## config.mk

```make
export PLATFORM = sky130hd
export DESIGN_NAME = mem_port_arbiter_flat
export DESIGN_NICKNAME = d
export VERILOG_FILES = /design/src/rtl/mem_port_arbiter_pkg.sv /design/src/rtl/mem_port_arbiter_if.sv /design/src/rtl/mem_port_arbiter_prio.sv /design/src/rtl/mem_port_arbiter.sv /design/src/flat_wrapper.sv
export SDC_FILE = /design/constraint.sdc
export NUM_CORES = 1
export LEC_CHECK = 0
export BUFFER_PORTS_ARGS = -buffer_cell sky130_fd_sc_hd__buf_2
export CAP_MARGIN = 20
export CORE_AREA = 2 2 109 111
export DETAILED_ROUTE_END_ITERATION = 8
export DIE_AREA = 0 0 111 113
export PLACE_DENSITY_LB_ADDON = 0.08
export REMOVE_ABC_BUFFERS = 1
export SYNTH_ARGS = -nofsm -noshare
export SYNTH_HDL_FRONTEND = slang
export SYNTH_HIERARCHICAL = 1
export SYNTH_SLANG_ARGS = --single-unit
```

## constraint.sdc

```tcl
create_clock -name clk -period 3 [get_ports clk]
set_input_delay 0.15 -clock clk [delete_from_list [all_inputs] [get_ports clk]]
set_output_delay 0.15 -clock clk [all_outputs]
set_load 0.02 [all_outputs]
```

## src/rtl/mem_port_arbiter_pkg.sv

```systemverilog
// mem_arb_pkg: shared state/owner encodings and widths for mem_port_arbiter
package mem_arb_pkg;
  typedef enum logic [1:0] {IDLE, BUSY_IF, BUSY_D} state_t;
  typedef enum logic [1:0] {OWN_NONE, OWN_IF, OWN_D} owner_t;
  localparam int STARVE_W = 4;
  function automatic owner_t owner_of(state_t s);
    return s == BUSY_IF ? OWN_IF : s == BUSY_D ? OWN_D : OWN_NONE;
  endfunction
endpackage

```

## src/rtl/mem_port_arbiter_if.sv

```systemverilog
// mem_port_arbiter_if: fetch, data and memory port bundle; master = arbiter side
interface mem_port_arbiter_if #(parameter int ADDR_W = 32, parameter int DATA_W = 32);
  logic              if_req;
  logic [ADDR_W-1:0] if_addr;
  logic              if_gnt;
  logic              if_rvalid;
  logic [DATA_W-1:0] if_rdata;
  logic              d_req;
  logic              d_we;
  logic [DATA_W/8-1:0] d_be;
  logic [ADDR_W-1:0] d_addr;
  logic [DATA_W-1:0] d_wdata;
  logic              d_gnt;
  logic              d_rvalid;
  logic [DATA_W-1:0] d_rdata;
  logic              mem_req;
  logic              mem_we;
  logic [DATA_W/8-1:0] mem_be;
  logic [ADDR_W-1:0] mem_addr;
  logic [DATA_W-1:0] mem_wdata;
  logic              mem_rvalid;
  logic [DATA_W-1:0] mem_rdata;
  logic              spurious;
  modport master (
    input  if_req, if_addr, d_req, d_we, d_be, d_addr, d_wdata, mem_rvalid, mem_rdata,
    output if_gnt, if_rvalid, if_rdata, d_gnt, d_rvalid, d_rdata,
           mem_req, mem_we, mem_be, mem_addr, mem_wdata, spurious
  );
  modport slave (
    output if_req, if_addr, d_req, d_we, d_be, d_addr, d_wdata, mem_rvalid, mem_rdata,
    input  if_gnt, if_rvalid, if_rdata, d_gnt, d_rvalid, d_rdata,
           mem_req, mem_we, mem_be, mem_addr, mem_wdata, spurious
  );
endinterface

```

## src/rtl/mem_port_arbiter_prio.sv

```systemverilog
// mem_arb_prio: combinational grant selector, D first unless IF is starved
module mem_arb_prio (
  input  logic if_req,
  input  logic d_req,
  input  logic starved,
  input  logic window,
  output logic gnt_if,
  output logic gnt_d
);
  always_comb begin
    gnt_if = window && if_req && (!d_req || starved);
    gnt_d = window && d_req && !gnt_if;
  end
endmodule

```

## src/rtl/mem_port_arbiter.sv

```systemverilog
// mem_port_arbiter: single-port memory shared by fetch and load/store; ARB_PERF_CNT_EN adds perf counters
module mem_port_arbiter
  import mem_arb_pkg::*;
#(
  parameter int ADDR_W = 32,
  parameter int DATA_W = 32,
  parameter int STARVE_MAX = 4
) (
  input logic clk,
  input logic rst,
  mem_port_arbiter_if.master bus
`ifdef ARB_PERF_CNT_EN
  ,
  output logic [31:0] if_stall_cnt,
  output logic [31:0] d_stall_cnt,
  output logic [31:0] xfer_cnt
`endif
);
  state_t state;
  owner_t owner;
  logic [STARVE_W-1:0] starve_cnt;
  logic window, starved, gnt_if, gnt_d, if_rv, d_rv, spurious;
  assign owner = owner_of(state);
  assign starved = starve_cnt == STARVE_W'(STARVE_MAX);
  // a response cycle reopens the port so the next access issues back-to-back
  assign window = !rst && (state == IDLE || bus.mem_rvalid);
  mem_arb_prio u_prio (
    .if_req(bus.if_req),
    .d_req(bus.d_req),
    .starved(starved),
    .window(window),
    .gnt_if(gnt_if),
    .gnt_d(gnt_d)
  );
  always_comb begin
    if_rv = owner == OWN_IF && bus.mem_rvalid;
    d_rv = owner == OWN_D && bus.mem_rvalid;
    bus.if_gnt = gnt_if;
    bus.d_gnt = gnt_d;
    bus.mem_req = gnt_if || gnt_d;
    bus.mem_we = gnt_d && bus.d_we;
    bus.mem_be = gnt_d ? bus.d_be : {(DATA_W/8){gnt_if}};
    bus.mem_addr = gnt_d ? bus.d_addr : gnt_if ? bus.if_addr : {ADDR_W{1'b0}};
    bus.mem_wdata = gnt_d ? bus.d_wdata : {DATA_W{1'b0}};
    bus.if_rvalid = if_rv;
    bus.d_rvalid = d_rv;
    bus.if_rdata = if_rv ? bus.mem_rdata : {DATA_W{1'b0}};
    bus.d_rdata = d_rv ? bus.mem_rdata : {DATA_W{1'b0}};
    bus.spurious = spurious;
  end
  always_ff @(posedge clk or posedge rst)
    if (rst) begin
      state <= IDLE;
      starve_cnt <= '0;
      spurious <= 1'b0;
    end else begin
      state <= gnt_if ? BUSY_IF : gnt_d ? BUSY_D : window ? IDLE : state;
      starve_cnt <= (!bus.if_req || gnt_if) ? '0 : (gnt_d && !starved) ? starve_cnt + 1'b1 : starve_cnt;
      spurious <= spurious || (state == IDLE && bus.mem_rvalid);
    end
`ifdef ARB_PERF_CNT_EN
  always_ff @(posedge clk or posedge rst)
    if (rst) begin
      if_stall_cnt <= '0;
      d_stall_cnt <= '0;
      xfer_cnt <= '0;
    end else begin
      if_stall_cnt <= if_stall_cnt + 32'(bus.if_req && !gnt_if);
      d_stall_cnt <= d_stall_cnt + 32'(bus.d_req && !gnt_d);
      xfer_cnt <= xfer_cnt + 32'(gnt_if || gnt_d);
    end
`endif
endmodule
```

## src/flat_wrapper.sv

```systemverilog
// flat-port wrapper written by rule: the top's interface ports become plain ports
module mem_port_arbiter_flat import mem_arb_pkg::*;
#(
  parameter int ADDR_W = 32,
  parameter int DATA_W = 32,
  parameter int STARVE_MAX = 4
)
  (clk, rst, bus_if_req, bus_if_addr, bus_d_req, bus_d_we, bus_d_be, bus_d_addr, bus_d_wdata, bus_mem_rvalid, bus_mem_rdata, bus_if_gnt, bus_if_rvalid, bus_if_rdata, bus_d_gnt, bus_d_rvalid, bus_d_rdata, bus_mem_req, bus_mem_we, bus_mem_be, bus_mem_addr, bus_mem_wdata, bus_spurious);
  mem_port_arbiter_if #(.ADDR_W(ADDR_W), .DATA_W(DATA_W)) bus_i ();
  input logic clk;
  input logic rst;
  input wire logic [$bits(bus_i.if_req)-1:0] bus_if_req;
  input wire logic [$bits(bus_i.if_addr)-1:0] bus_if_addr;
  input wire logic [$bits(bus_i.d_req)-1:0] bus_d_req;
  input wire logic [$bits(bus_i.d_we)-1:0] bus_d_we;
  input wire logic [$bits(bus_i.d_be)-1:0] bus_d_be;
  input wire logic [$bits(bus_i.d_addr)-1:0] bus_d_addr;
  input wire logic [$bits(bus_i.d_wdata)-1:0] bus_d_wdata;
  input wire logic [$bits(bus_i.mem_rvalid)-1:0] bus_mem_rvalid;
  input wire logic [$bits(bus_i.mem_rdata)-1:0] bus_mem_rdata;
  output wire logic [$bits(bus_i.if_gnt)-1:0] bus_if_gnt;
  output wire logic [$bits(bus_i.if_rvalid)-1:0] bus_if_rvalid;
  output wire logic [$bits(bus_i.if_rdata)-1:0] bus_if_rdata;
  output wire logic [$bits(bus_i.d_gnt)-1:0] bus_d_gnt;
  output wire logic [$bits(bus_i.d_rvalid)-1:0] bus_d_rvalid;
  output wire logic [$bits(bus_i.d_rdata)-1:0] bus_d_rdata;
  output wire logic [$bits(bus_i.mem_req)-1:0] bus_mem_req;
  output wire logic [$bits(bus_i.mem_we)-1:0] bus_mem_we;
  output wire logic [$bits(bus_i.mem_be)-1:0] bus_mem_be;
  output wire logic [$bits(bus_i.mem_addr)-1:0] bus_mem_addr;
  output wire logic [$bits(bus_i.mem_wdata)-1:0] bus_mem_wdata;
  output wire logic [$bits(bus_i.spurious)-1:0] bus_spurious;
  assign bus_i.if_req = bus_if_req;
  assign bus_i.if_addr = bus_if_addr;
  assign bus_i.d_req = bus_d_req;
  assign bus_i.d_we = bus_d_we;
  assign bus_i.d_be = bus_d_be;
  assign bus_i.d_addr = bus_d_addr;
  assign bus_i.d_wdata = bus_d_wdata;
  assign bus_i.mem_rvalid = bus_mem_rvalid;
  assign bus_i.mem_rdata = bus_mem_rdata;
  assign bus_if_gnt = bus_i.if_gnt;
  assign bus_if_rvalid = bus_i.if_rvalid;
  assign bus_if_rdata = bus_i.if_rdata;
  assign bus_d_gnt = bus_i.d_gnt;
  assign bus_d_rvalid = bus_i.d_rvalid;
  assign bus_d_rdata = bus_i.d_rdata;
  assign bus_mem_req = bus_i.mem_req;
  assign bus_mem_we = bus_i.mem_we;
  assign bus_mem_be = bus_i.mem_be;
  assign bus_mem_addr = bus_i.mem_addr;
  assign bus_mem_wdata = bus_i.mem_wdata;
  assign bus_spurious = bus_i.spurious;
  mem_port_arbiter #(.ADDR_W(ADDR_W), .DATA_W(DATA_W), .STARVE_MAX(STARVE_MAX)) u_core (.clk(clk), .rst(rst), .bus(bus_i));
endmodule
```

== Word level (Yosys, flattened, before mapping) ==
Index checks and enable logic that the tools add are counted.

* Register bits after elaboration: 7
* Output and inout bits: 139
* Word-level logic and storage cells: 45

* Add/sub/neg operators: 1
* Equality and inequality tests: 5
* Mux-type cells: 13
* Reductions and logical operators: 23

{| class="wikitable"
|+ Operators by type and width
! operator !! number
|-
| 2-to-1 mux 32 bit || 5
|-
| 2-to-1 mux 4 bit || 3
|-
| logical AND 1 bit || 10
|-
| 2-to-1 mux 2 bit || 5
|-
| zero test 1 bit || 5
|-
| logical OR 1 bit || 5
|-
| adder 4 x 1 -> 4 bit, second input constant || 1
|-
| equality test 2 x 1 -> 1 bit, second input constant || 2
|-
| equality test 2 bit, second input constant || 2
|-
| equality test 4 x 3 -> 1 bit, second input constant || 1
|-
| nonzero test 3 bit || 1
|-
| zero test 2 bit || 1
|-
| nonzero test 2 bit || 1
|}

== Logic depth before layout (Yosys ltp) ==
* Word-level depth: 10
* Depth in mapped cells: 10
* Depth with buffers taken out: 8

== Hierarchy ==
The synthesis kept the hierarchy.

{| class="wikitable"
|+ Modules (own cells, without submodules)
! module !! times used !! cells an instance !! area each (um^2) !! seq. area each (um^2)
|-
| mem_port_arbiter || 1 || 196 || 1462.7 || 175.2
|-
| mem_arb_prio || 1 || 5 || 21.3 || 0.0
|}

== Worst setup path before layout ==
Ideal clock, no wire load.

* Path type: flip-flop to output port
* From: register u_core.starve_cnt[0]
* To: output port bus_mem_addr[25]
* Arrival: 2.129 ns
* Required time: 2.850 ns
* Slack: 0.721 ns
* Cell stages (with the launch flop): 11
* Buffers on the path: 2
* Cells stage by stage: dfrtp_1 > inv_1 > ha_1 > nand3b_4 > inv_2 > inv_1 > a21oi_1 > nor2b_1 > buf_2 > buf_2 > a22o_1

* Cells in the longest elaborated chain, start to end: 6

{| class="wikitable"
|+ RTL lines
! element !! line !! source
|-
| from (decl) || mem_port_arbiter.sv:21 || <nowiki>logic [STARVE_W-1:0] starve_cnt;</nowiki>
|-
| from (signal assigned) || mem_port_arbiter.sv:58 || <nowiki>starve_cnt <= (!bus.if_req || gnt_if) ? '0 : (gnt_d && !starved) ? starve_cnt + 1'b1 : starve_cnt;</nowiki>
|-
| equality test 4 x 3 -> 1 bit * || mem_port_arbiter.sv:24 || <nowiki>assign starved = starve_cnt == STARVE_W'(STARVE_MAX);</nowiki>
|-
| via u_core.starved || mem_port_arbiter.sv:22 || <nowiki>logic window, starved, gnt_if, gnt_d, if_rv, d_rv, spurious;</nowiki>
|-
| logical OR 1 bit * || mem_port_arbiter_prio.sv:11 || <nowiki>gnt_if = window && if_req && (!d_req || starved);</nowiki>
|-
| logical AND 1 bit * || mem_port_arbiter_prio.sv:11 ||
|-
| via bus_if_gnt || flat_wrapper.sv:21 || <nowiki>output wire logic [$bits(bus_i.if_gnt)-1:0] bus_if_gnt;</nowiki>
|-
| zero test 1 bit || mem_port_arbiter_prio.sv:12 || <nowiki>gnt_d = window && d_req && !gnt_if;</nowiki>
|-
| logical AND 1 bit || mem_port_arbiter_prio.sv:12 ||
|-
| 2-to-1 mux 32 bit * || mem_port_arbiter.sv:43 || <nowiki>bus.mem_addr = gnt_d ? bus.d_addr : gnt_if ? bus.if_addr : {ADDR_W{1'b0}};</nowiki>
|-
| to (decl) || flat_wrapper.sv:30 || <nowiki>output wire logic [$bits(bus_i.mem_addr)-1:0] bus_mem_addr;</nowiki>
|}

The timed path passes the listed nets; every way through them passes the cells marked *.

== Worst setup path in the final report ==
* From: register u_core.starve_cnt[0]
* To: output port bus_mem_addr[24]

* Cells in the longest elaborated chain, start to end: 6

{| class="wikitable"
|+ RTL lines
! element !! line
|-
| equality test 4 x 3 -> 1 bit * || mem_port_arbiter.sv:24
|-
| via u_core.starved || mem_port_arbiter.sv:22
|-
| logical OR 1 bit * || mem_port_arbiter_prio.sv:11
|-
| logical AND 1 bit * || mem_port_arbiter_prio.sv:11
|-
| zero test 1 bit || mem_port_arbiter_prio.sv:12
|-
| logical AND 1 bit || mem_port_arbiter_prio.sv:12
|-
| 2-to-1 mux 32 bit * || mem_port_arbiter.sv:43
|}

Marked as above.

==> impl_results.md <==
* Yosys warning total at 6
* Antenna-violating nets left at 0
* Most used DFF post-synth: dfrtp_1
* CP max-delay cell: dfrtp_1
* Syn-to-layout area delta at 106%
* Die W at 111 um
* Initial Utilization at 0.132
* RSZ-0062 raised after global routing: no
* Sink Count at 7
* RR Endpoint: u_core/starve_cnt[3]
* Mapped cell area at roughly 1500 um^2
* EDFF count, synth at 0
* DRC viols at 0
* #FFs+latches synth at 7
* Final Max Slew Viols at 0
* CTS tree: yes
* Setup TNS Final at 0 ns
* Final wirelength at between 8000 and 9000 um
* Share of layout cells above drive strength 1 at 0.644
* Max Root-Sink Buffers at 2
* Min-Delay Endpoint: u_core/state[1]
* Rows at 39
* Critical path launch point type: register
* Pin count of the biggest net entering global routing at 65
* Clock latency on the worst-skew pair at 0.23 ns
* Gate Count Post-Synth at 201
* Hold Crit Class: input pin to register
* Slowest Stage Delay on Critical Path at roughly 0.4 ns
* Arr. time, crit path at around 2.5 ns
* Hold Path Origin: bus_d_req
* Max Cap Viol at 0
* Hold Crit Depth at 3
* Commonest cells after routing, fill and taps aside: buf_2, and2_1, a22o_1
* Worst path cell trace: inv_1 -> ha_1 -> nand3b_4 -> inv_2 -> inv_1 -> a21oi_1 -> nor2b_2 -> buf_4 -> a22o_1 -> buf_2
* Register area share after synthesis at 0.118
* CP most frequent cell: inv_1
* Post-DP Area at between 2000 and 3000 um^2
* Clock root cell: clkbuf_16
* Port bufs at between 200 and 300
* Pleak at 1.98 nW
* Global route overflow at 0
* DR vias/cell at between 3 and 4
* H-tree Lvls at 1
* Routed wire per std cell at approximately 14 um
* Initial antenna violation count at 0
* DR vias at between 2000 and 2500
* Final hold vios at 0
* Status: finished clean
* Finished Cell Area at approximately 3000 um^2
* DRT iter0 DRCs at 73
* Worst-Margin Slew at between 0.9 and 1 ns
* Clock transition at path regs at 0.04 ns
* Post-Syn Area per Cell at between 7 and 8 um^2
* Final Cycle Share at 0.868
* Commonest non-fill, non-tap cell in the layout: buf_2
* Placer Congestion at approximately 0.86
* Normalized max-slew margin at 0.353
* CP Capture Type: output port
* Pwr per Cell Area at between 200 and 300 nW/um^2
* Critical path type: register to output port
* R2R cell count at 8
* Die Y at ~110 um
* F_max at slightly below 0.4 GHz
* Clock skew at about 0.00043 ns
* Async SR Flop Fraction at 1.00
* Drt pass-1 iters at 4
* Total GRT Usage at 0.122
* # diodes at 0
* Post-DP HPWL at 7410 um
* Synth unique cells at 27
* Final Setup Violations at 0
* First-pass GRT wire length at around 12000 um
* Core ar. at 11300 um^2
* Max IR drop VDD at 0.000124 V
* CTS buffer count at 3
* Nets at roughly 600
* Die area at between 10000 and 15000 um^2
* Crit-path max FO at 36
* I/O pin count at 277
* Critical Path RT at roughly 2.9 ns
* Vias in the first global route at ~2200
* FF-to-FF Start: u_core/starve_cnt[0]
* FF-to-FF setup slack at 1.08 ns
* Min Tclk post-route at roughly 2.6 ns
-- state kept, by name, summed over array words and instances (netlist names) --
signal	cells
u_core/state	2
u_core/bus.spurious	1
u_core/starve_cnt	4
-- routing by layer --
metal,global-route usage,vias to the layer above,wire (um),share of wire
li1,-,1203,-,-
met1,0.106,1024,2550,0.30
met2,0.261,159,4810,0.57
met3,0.0354,8,891,0.11
met4,0.0383,0,138,0.016
met5,0,-,0,0
-- cell type report --
| cell class | instances | area, um^2 |
|---|---|---|
| Multi-Input combinational cell | 168 | 1170 |
| Fill cell | 1285 | 8220 |
| Tap cell | 143 | 179 |
| Timing Repair Buffer | 279 | 1420 |
| Inverter | 8 | 30.0 |
| Clock buffer | 4 | 78.8 |
| Sequential cell | 7 | 175 |
-- worst max-delay path by stage --
stage,startpoint,to,slack [ns]
2_1_floorplan,u_core/starve_cnt[0],bus_mem_addr[0],-2.29
3_5_place_dp,u_core/starve_cnt[0],bus_mem_addr[24],0.61
3_3_place_gp,u_core/starve_cnt[0],bus_mem_addr[24],0.70
6_report,u_core/starve_cnt[0],bus_mem_addr[24],0.40
4_1_cts,u_core/starve_cnt[0],bus_mem_addr[24],0.35
5_1_grt,u_core/starve_cnt[0],bus_mem_addr[24],0.14
-- critical path, delay by kind of cell (launching register included) --
kind            cells  cell delay (ns)
compound gates      2             0.51
flops               1             0.40
buf+inv             5             0.79
fa+ha+maj           1             0.20
simple gates        2             0.30
-- power breakdown --
group / total [mW] / leakage, nW / switching (mW) / internal, mW
Combinational: 0.482 / 1.85 / 0.280 / 0.202
Sequential: 0.108 / 0.0895 / 0.00743 / 0.100
Clock: 0.230 / 0.0382 / 0.0526 / 0.177
Total: 0.819 / 1.98 / 0.340 / 0.479
-- logic make-up (layout without fill, tap and decap cells) --
group / count (synthesis) / in the layout / share of synthesized area
AO/OA/AOI/OAI: 48 / 48 / 0.253
adder cells (fa/ha/maj): 2 / 2 / 0.0169
buffers and inverters: 26 / 291 / 0.104
flip-flops: 7 / 7 / 0.118
AND/OR/NAND/NOR: 118 / 118 / 0.508
-- synthesized netlist by cell type (all sizes together) (2+ instances only) --
cell | number | area [um^2]
o21ai | 3 | 15.0
a22o | 32 | 280
nor2 | 5 | 21.3
a21o | 4 | 30.0
buf | 15 | 113
nand2b | 2 | 12.5
a21oi | 7 | 35.0
clkbuf | 3 | 11.3
nand3 | 3 | 15.0
ha | 2 | 25.0
and2 | 97 | 622
dfrtp | 7 | 175
inv | 8 | 30.0
nand2 | 4 | 15.0
-- per-stage QoR --
step / setup WS [ns] / total power, mW / utilization / hold slack, ns / cells
2_1_floorplan: -2.29 / 0.372 / - / -0.0466 / 183
3_3_place_gp: 0.695 / 0.600 / 0.263 / 0.142 / 604
3_5_place_dp: 0.607 / 0.598 / 0.263 / 0.132 / 604
4_1_cts: 0.349 / 0.838 / 0.271 / 0.284 / 609
5_1_grt: 0.143 / 0.879 / 0.271 / 0.336 / 609
6_report: 0.396 / 0.819 / 0.271 / 0.292 / 609
-- what timing repair did --
action,CTS,global route
gates resized for setup,0,0
hold buffers,1,0
setup endpoints to repair,0,0
endpoints found under the hold margin,7,0
setup buffers,0,0
No activity file was read; power rests on OpenSTA's default activity.
